[src/rtl/wb_arbiter_pkg.sv]
// Shared widths, register-file constants and grant encoding for the writeback arbiter.
package wb_arbiter_pkg;

    localparam int RADDR_WIDTH   = 5;
    localparam int RDATA_WIDTH   = 32;
    localparam int WB_STARVE_MAX = 4;
    localparam int STARVE_CNT_W  = 4;

    localparam logic [RADDR_WIDTH-1:0] ZERO_REG     = '0;
    localparam logic                   WRITE_ENABLE = 1'b1;

    typedef enum logic [1:0] {
        GRANT_IDLE = 2'd0,
        GRANT_PIPE = 2'd1,
        GRANT_MDU  = 2'd2
    } grant_e;

endpackage

[src/rtl/wb_mdu_buf.sv]
// One-entry holding buffer for MDU results. It accepts only when empty, so a drain
// and a refill can never land on the same edge.
module wb_mdu_buf
    import wb_arbiter_pkg::*;
#(
    parameter int AW = RADDR_WIDTH,
    parameter int DW = RDATA_WIDTH
) (
    input  logic          i_clk,
    input  logic          i_rst,
    input  logic          i_load_valid,
    input  logic [AW-1:0] i_load_addr,
    input  logic [DW-1:0] i_load_data,
    input  logic          i_drain,
    input  logic          i_drop,
    output logic          o_ready,
    output logic          o_valid,
    output logic [AW-1:0] o_addr,
    output logic [DW-1:0] o_data
);

    logic          r_valid;
    logic [AW-1:0] r_addr;
    logic [DW-1:0] r_data;
    logic          w_load;

    assign o_ready = !i_rst && !r_valid;
    assign w_load  = i_load_valid && o_ready;

    always_ff @(posedge i_clk) begin
        if (i_rst) begin
            r_valid <= 1'b0;
        end else if (w_load) begin
            r_valid <= 1'b1;
        end else if (i_drain || i_drop) begin
            r_valid <= 1'b0;
        end
    end

    always_ff @(posedge i_clk) begin
        if (i_rst) begin
            r_addr <= '0;
            r_data <= '0;
        end else if (w_load) begin
            r_addr <= i_load_addr;
            r_data <= i_load_data;
        end
    end

    assign o_valid = r_valid;
    assign o_addr  = r_addr;
    assign o_data  = r_data;

endmodule

[src/rtl/wb_arbiter.sv]
// Writeback arbiter: merges MEM/WB and MDU results onto one regfile write port.
// Optional perf counters are enabled with `define WB_PERF_EN.
module wb_arbiter
    import wb_arbiter_pkg::*;
#(
    parameter int STARVE_MAX = WB_STARVE_MAX,
    parameter int AW         = RADDR_WIDTH,
    parameter int DW         = RDATA_WIDTH
) (
    input  logic          clk_i,
    input  logic          rst_i,
    input  logic          pipe_valid_i,
    input  logic          pipe_we_i,
    input  logic [AW-1:0] pipe_waddr_i,
    input  logic [DW-1:0] pipe_wdata_i,
    output logic          pipe_ready_o,
    input  logic          mdu_valid_i,
    input  logic [AW-1:0] mdu_waddr_i,
    input  logic [DW-1:0] mdu_wdata_i,
    output logic          mdu_ready_o,
    output logic          we_o,
    output logic [AW-1:0] waddr_o,
    output logic [DW-1:0] wdata_o
`ifdef WB_PERF_EN
    ,
    output logic [31:0]   perf_pipe_wr_o,
    output logic [31:0]   perf_mdu_wr_o,
    output logic [31:0]   perf_stall_o,
    output logic [31:0]   perf_drop_o
`endif
);

    localparam logic [AW-1:0]           ZERO_ADDR = AW'(ZERO_REG);
    localparam logic [STARVE_CNT_W-1:0] CNT_MAX   = STARVE_CNT_W'(STARVE_MAX);

    logic                    w_buf_v;
    logic                    w_buf_ready;
    logic [AW-1:0]           w_buf_addr;
    logic [DW-1:0]           w_buf_data;
    logic                    w_force;
    logic                    w_drop;
    logic                    w_pipe_we;
    logic                    w_mdu_we;
    grant_e                  w_grant;

    logic                    r_we;
    logic [AW-1:0]           r_waddr;
    logic [DW-1:0]           r_wdata;
    logic [STARVE_CNT_W-1:0] r_starve_cnt;

    wb_mdu_buf #(
        .AW (AW),
        .DW (DW)
    ) u_mdu_buf (
        .i_clk        (clk_i),
        .i_rst        (rst_i),
        .i_load_valid (mdu_valid_i),
        .i_load_addr  (mdu_waddr_i),
        .i_load_data  (mdu_wdata_i),
        .i_drain      (w_grant == GRANT_MDU),
        .i_drop       (w_drop),
        .o_ready      (w_buf_ready),
        .o_valid      (w_buf_v),
        .o_addr       (w_buf_addr),
        .o_data       (w_buf_data)
    );

    // A buffered MDU result that has lost STARVE_MAX times in a row stalls the pipe once.
    assign w_force      = w_buf_v && (r_starve_cnt == CNT_MAX);
    assign pipe_ready_o = !rst_i && !w_force;
    assign mdu_ready_o  = w_buf_ready;

    always_comb begin
        w_grant = GRANT_IDLE;
        if (pipe_valid_i && pipe_ready_o) begin
            w_grant = GRANT_PIPE;
        end else if (w_buf_v && !rst_i) begin
            w_grant = GRANT_MDU;
        end
    end

    assign w_pipe_we = pipe_we_i && (pipe_waddr_i != ZERO_ADDR);
    assign w_mdu_we  = (w_buf_addr != ZERO_ADDR);

    // Younger pipeline write to the same rd makes the older buffered MDU result dead.
    assign w_drop = (w_grant == GRANT_PIPE) && pipe_we_i && w_buf_v &&
                    (pipe_waddr_i == w_buf_addr) && (w_buf_addr != ZERO_ADDR);

    always_ff @(posedge clk_i) begin
        if (rst_i) begin
            r_we    <= 1'b0;
            r_waddr <= '0;
            r_wdata <= '0;
        end else begin
            unique case (w_grant)
                GRANT_PIPE: begin
                    r_we    <= w_pipe_we ? WRITE_ENABLE : !WRITE_ENABLE;
                    r_waddr <= pipe_waddr_i;
                    r_wdata <= pipe_wdata_i;
                end
                GRANT_MDU: begin
                    r_we    <= w_mdu_we ? WRITE_ENABLE : !WRITE_ENABLE;
                    r_waddr <= w_buf_addr;
                    r_wdata <= w_buf_data;
                end
                default: begin
                    r_we <= 1'b0;
                end
            endcase
        end
    end

    always_ff @(posedge clk_i) begin
        if (rst_i || !w_buf_v || (w_grant == GRANT_MDU)) begin
            r_starve_cnt <= '0;
        end else if ((w_grant == GRANT_PIPE) && (r_starve_cnt != CNT_MAX)) begin
            r_starve_cnt <= r_starve_cnt + 1'b1;
        end
    end

    assign we_o    = r_we;
    assign waddr_o = r_waddr;
    assign wdata_o = r_wdata;

`ifdef WB_PERF_EN
    logic [31:0] r_perf_pipe_wr;
    logic [31:0] r_perf_mdu_wr;
    logic [31:0] r_perf_stall;
    logic [31:0] r_perf_drop;

    always_ff @(posedge clk_i) begin
        if (rst_i) begin
            r_perf_pipe_wr <= '0;
            r_perf_mdu_wr  <= '0;
            r_perf_stall   <= '0;
            r_perf_drop    <= '0;
        end else begin
            if ((w_grant == GRANT_PIPE) && w_pipe_we) begin
                r_perf_pipe_wr <= r_perf_pipe_wr + 32'd1;
            end
            if ((w_grant == GRANT_MDU) && w_mdu_we) begin
                r_perf_mdu_wr <= r_perf_mdu_wr + 32'd1;
            end
            if (pipe_valid_i && !pipe_ready_o) begin
                r_perf_stall <= r_perf_stall + 32'd1;
            end
            if (w_drop) begin
                r_perf_drop <= r_perf_drop + 32'd1;
            end
        end
    end

    assign perf_pipe_wr_o = r_perf_pipe_wr;
    assign perf_mdu_wr_o  = r_perf_mdu_wr;
    assign perf_stall_o   = r_perf_stall;
    assign perf_drop_o    = r_perf_drop;
`endif

endmodule

[config.mk]
export PLATFORM = sky130hd
export DESIGN_NAME = wb_arbiter
export DESIGN_NICKNAME = d
export VERILOG_FILES = /design/src/rtl/wb_arbiter_pkg.sv /design/src/rtl/wb_mdu_buf.sv /design/src/rtl/wb_arbiter.sv
export SDC_FILE = /design/constraint.sdc
export NUM_CORES = 1
export LEC_CHECK = 0
export ABC_AREA = 1
export ABC_CLOCK_PERIOD_IN_PS = 1250
export CAP_MARGIN = 10
export CELL_PAD_IN_SITES_DETAIL_PLACEMENT = 1
export CELL_PAD_IN_SITES_GLOBAL_PLACEMENT = 1
export CORE_AREA = 5 5 115 117
export DETAILED_ROUTE_END_ITERATION = 6
export DIE_AREA = 0 0 120 122
export PLACE_DENSITY = 0.73
export SLEW_MARGIN = 20
export SYNTH_ARGS = -nofsm -noshare
export SYNTH_HDL_FRONTEND = slang
export SYNTH_SLANG_ARGS = --single-unit
[constraint.sdc]
create_clock -name clk_i -period 1.25 [get_ports clk_i]
set_input_delay 0.25 -clock clk_i [delete_from_list [all_inputs] [get_ports clk_i]]
set_output_delay 0.25 -clock clk_i [all_outputs]
set_load 0.02 [all_outputs]
==> reports/summary.txt <==
Placed cell areas -> 0.004831 mm2
Clock latency on the worst-skew pair -> 0.34 ns
Cells after synthesis -> 434
Static leakage -> 2.459 nW
Final Net Count -> 672
Post-Synth Adder-Cell Area -> 0.7651%
Cell accounting for the most synthesized area -> sky130_fd_sc_hd__dfxtp_1
Class of the most critical setup path -> flip-flop to flip-flop
Met3 layer usage reported by global route -> 2.507%
Leading cell types by total area after synthesis -> sky130_fd_sc_hd__dfxtp_1, sky130_fd_sc_hd__o21ai_0, sky130_fd_sc_hd__nand2_1
Maximum VDD drop -> 0.7847 mV
Hold Fails Final Rpt -> 0
Mux share of post-synthesis cell area -> 0%
Drt total wl -> 12.94 mm
Pre-CTS worst setup slack -> -0.5335 ns
Count of clock tree sinks -> 80
Fraction of synthesis flops using an asynchronous set or reset pin -> 0%
Yosys warnings -> 0
Summed instance area of the synthesized netlist -> 0.003271 mm2
Cell types with the highest counts after synthesis -> sky130_fd_sc_hd__o21ai_0, sky130_fd_sc_hd__dfxtp_1, sky130_fd_sc_hd__nand2_1
Vias per inst -> 4.796
Dpl hpwl -> 7.866 mm
Initial core utilization -> 26.68%
Hold Crit Class -> flip-flop to flip-flop
Unrepaired setup endpoints after global routing -> yes
Number of DRC violations after detailed routing -> 0
CTS Root Buffer Type -> sky130_fd_sc_hd__clkbuf_16
Number of synthesized flops with an enable pin -> 0
Worst slew pin tran -> 0.4068 ns
First-pass GRT wire length -> 20.09 mm
Area added between synthesis and finish -> 84.74%
Sequential cell area fraction in the yosys report -> 48.97%
M1 GR Usage -> 19.78%
Fraction of the cycle the final worst path needs -> 125.3%
Number of maximum-capacitance constraint violations -> 0
Final RePlAce weighted congestion -> 0.7937
Total of endpoints with negative setup slack in the final report -> 74
Post-synthesis average cell area -> 7.536 um2
Largest family of logic cells by synthesized area -> compound AO/OA/AOI/OAI gates
Area fraction in compound gates after synthesis -> 22.34%
Critical-path cell with the highest stage delay -> sky130_fd_sc_hd__dfxtp_2
Width of the die -> 120 um
Post-synthesis net count -> 515
I/O pin cnt -> 119
Post-Synth Simple-Gate Area -> 16.99%
Dominant cell by count in the synthesized netlist -> sky130_fd_sc_hd__o21ai_0
Cell breakdown of the critical path -> inv_2 -> ha_4 -> buf_6 -> nand4_1 -> nand3_4 -> buf_12 -> nor2_2 -> nand2_1 -> nand2_1 -> nand2_1
Floorplan core area -> 0.01226 mm2
Seq cells post-synth -> 80
Number of buffers inserted during clock tree synthesis -> 9
Final core utilization -> 49.28%
H-tree levels -> 3
Data arrival time at the worst-slack endpoint -> 1.80 ns
Highest clock frequency the design can meet -> 0.6387 GHz
DRT Pass-1 Iters -> 4
Violated checks -> setup timing
Rel. slew slack -> 72.88%
Bufs on Longest Clock Path -> 2
Max-slew violation count -> 0
Most prevalent standard cell on the critical path -> sky130_fd_sc_hd__nand2_1
Cell Count, Final, Fillers Out -> 746
Share of post-route cells with drive strength above 1 -> 35.57%
Die footprint -> 0.01464 mm2
DRT antenna net count -> 0
Number of different library cells in the post-synthesis netlist -> 21
Number of global-route vias before repair -> 4036
CTS hold repair buffers -> 0
Post-synthesis xor/xnor area fraction -> 0.5356%
Initial antenna violation count -> 0
Layout Skew -> 0.005890 ns
Element type at the critical path start -> flip-flop
Global Route Usage Sum -> 17.25%
Finished layout cell area -> 0.006042 mm2
Run status -> finished with violations
Routed len/inst -> 17.35 um
Via count of the routed design -> 3578
Power after layout -> 0.007477 W
Slowest cell delay on critical path -> 0.33 ns
DP Cell Count -> 706
Input/output buffers -> 118
Final WS setup -> -0.3158 ns
Minimum period implied by the final worst setup slack -> 1.566 ns
Pin count of the biggest net entering global routing -> 47
Busiest layer in global routing -> met2
Clock transition at the registers of the reported paths -> 0.07 ns
Pwr Density -> 1237 mW/mm2
Flip-flop cell with the highest count after synthesis -> sky130_fd_sc_hd__dfxtp_1
Met2 demand-to-capacity share in global routing -> 31.89%
Vertical die dimension -> 122 um
Biggest fanout along the worst timing path -> 31
Required arrival time at the worst endpoint -> 1.48 ns
Total number of placement rows -> 41
Initial DRC Count -> 95
Element type at the critical path end -> flip-flop
Clock tree from TritonCTS -> built
Overall overflow remaining after global route -> 0
Top cell type's share of synthesized area -> 48.97%
# diodes -> 0
Fill cell instance count of the final layout -> 1401
## path summary, 6_finish.rpt
| check | from | to | slack [ns] | cells past startpoint |
|---|---|---|---|---|
| max | r_starve_cnt[0] | u_mdu_buf.o_valid | -0.32 | 10 |
| min | u_mdu_buf.o_data[15] | u_mdu_buf.o_data[15] | 0.46 | 2 |
| max reg2reg | r_starve_cnt[0] | u_mdu_buf.o_valid | -0.32 | 10 |
| min reg2reg | u_mdu_buf.o_data[15] | u_mdu_buf.o_data[15] | 0.46 | 2 |
## layer usage
layer / wire, um / up-vias
met3: 410 / 19
met2: 6790 / 83
met1: 5487 / 1717
met4: 253 / 0
met5: 0 / -
li1: - / 1759
## power breakdown
part,internal (W),total [W],switching [W]
clock,0.00176,0.00289,0.00113
sequential,0.00277,0.00288,0.000105
combinational,0.000828,0.00171,0.000881
total,0.00536,0.00748,0.00211
## cell usage in the layout (no fill, tap or decap), types with 3 or more instances in the layout
| cell | instances |
|---|---|
| sky130_fd_sc_hd__clkbuf_2 | 19 |
| sky130_fd_sc_hd__buf_12 | 13 |
| sky130_fd_sc_hd__nor2_1 | 12 |
| sky130_fd_sc_hd__inv_2 | 5 |
| sky130_fd_sc_hd__o21ai_1 | 42 |
| sky130_fd_sc_hd__dfxtp_2 | 3 |
| sky130_fd_sc_hd__nand3_1 | 43 |
| sky130_fd_sc_hd__o21ai_2 | 48 |
| sky130_fd_sc_hd__clkdlybuf4s15_2 | 9 |
| sky130_fd_sc_hd__buf_16 | 7 |
| sky130_fd_sc_hd__o21ai_4 | 10 |
| sky130_fd_sc_hd__o21ai_0 | 13 |
| sky130_fd_sc_hd__clkdlybuf4s50_1 | 77 |
| sky130_fd_sc_hd__clkdlybuf4s15_1 | 10 |
| sky130_fd_sc_hd__buf_6 | 10 |
| sky130_fd_sc_hd__buf_4 | 24 |
| sky130_fd_sc_hd__nor2_4 | 3 |
| sky130_fd_sc_hd__inv_1 | 42 |
| sky130_fd_sc_hd__dfxtp_1 | 77 |
| sky130_fd_sc_hd__clkbuf_16 | 10 |
| sky130_fd_sc_hd__a21oi_2 | 30 |
| sky130_fd_sc_hd__nand2_1 | 62 |
## cells by family (layout without fill, tap and decap cells)
group | after synthesis | in the layout
AO/OA/AOI/OAI | 146 | 146
AND/OR/NAND/NOR | 126 | 126
flip-flops | 80 | 80
buffers and inverters | 78 | 240
adder cells (fa/ha/maj) | 2 | 2
XOR/XNOR | 2 | 2
## state kept, by name, summed over array words and instances (netlist names)
signal,count
u_mdu_buf.o_valid,1
u_mdu_buf.o_addr,5
r_starve_cnt,4
waddr_o,5
wdata_o,32
we_o,1
u_mdu_buf.o_data,32
## timing repair
action | CTS | global route
resized for setup | 231 | 87
buffers inserted | 10 | 5
pin swaps | 32 | 23
hold endpoints to repair | 0 | 0
setup endpoints to repair | 116 | 99
cloned | 12 | 1
## per-stage QoR
stage                     setup TNS (ns)  hold WS (ns)
after global placement            -35.06        0.4355
after CTS                         -14.43        0.4611
after floorplan                 -0.02870        0.3627
final                             -16.04        0.4644
after global routing              -21.55        0.4889
after detailed placement          -37.07        0.4419
## cell type report
class | count | area, um2 | share of cell area (%)
Multi-Input combinational cell | 276 | 1822 | 30.15
Inverter | 49 | 191.4 | 3.168
Clock inverter | 6 | 92.59 | 1.532
Clock buffer | 10 | 229.0 | 3.790
Timing Repair Buffer | 175 | 1914 | 31.68
Sequential cell | 80 | 1605 | 26.57
Tap cell | 150 | 187.7 | 3.106
## worst max-delay path: cells and delay by family, from the launching register on
| kind | cells | cell delay, ns |
|---|---|---|
| simple gates | 6 | 0.61 |
| fa+ha+maj | 1 | 0.16 |
| flops | 1 | 0.33 |
| buf+inv | 3 | 0.36 |
(Power assumes the default switching activity.)
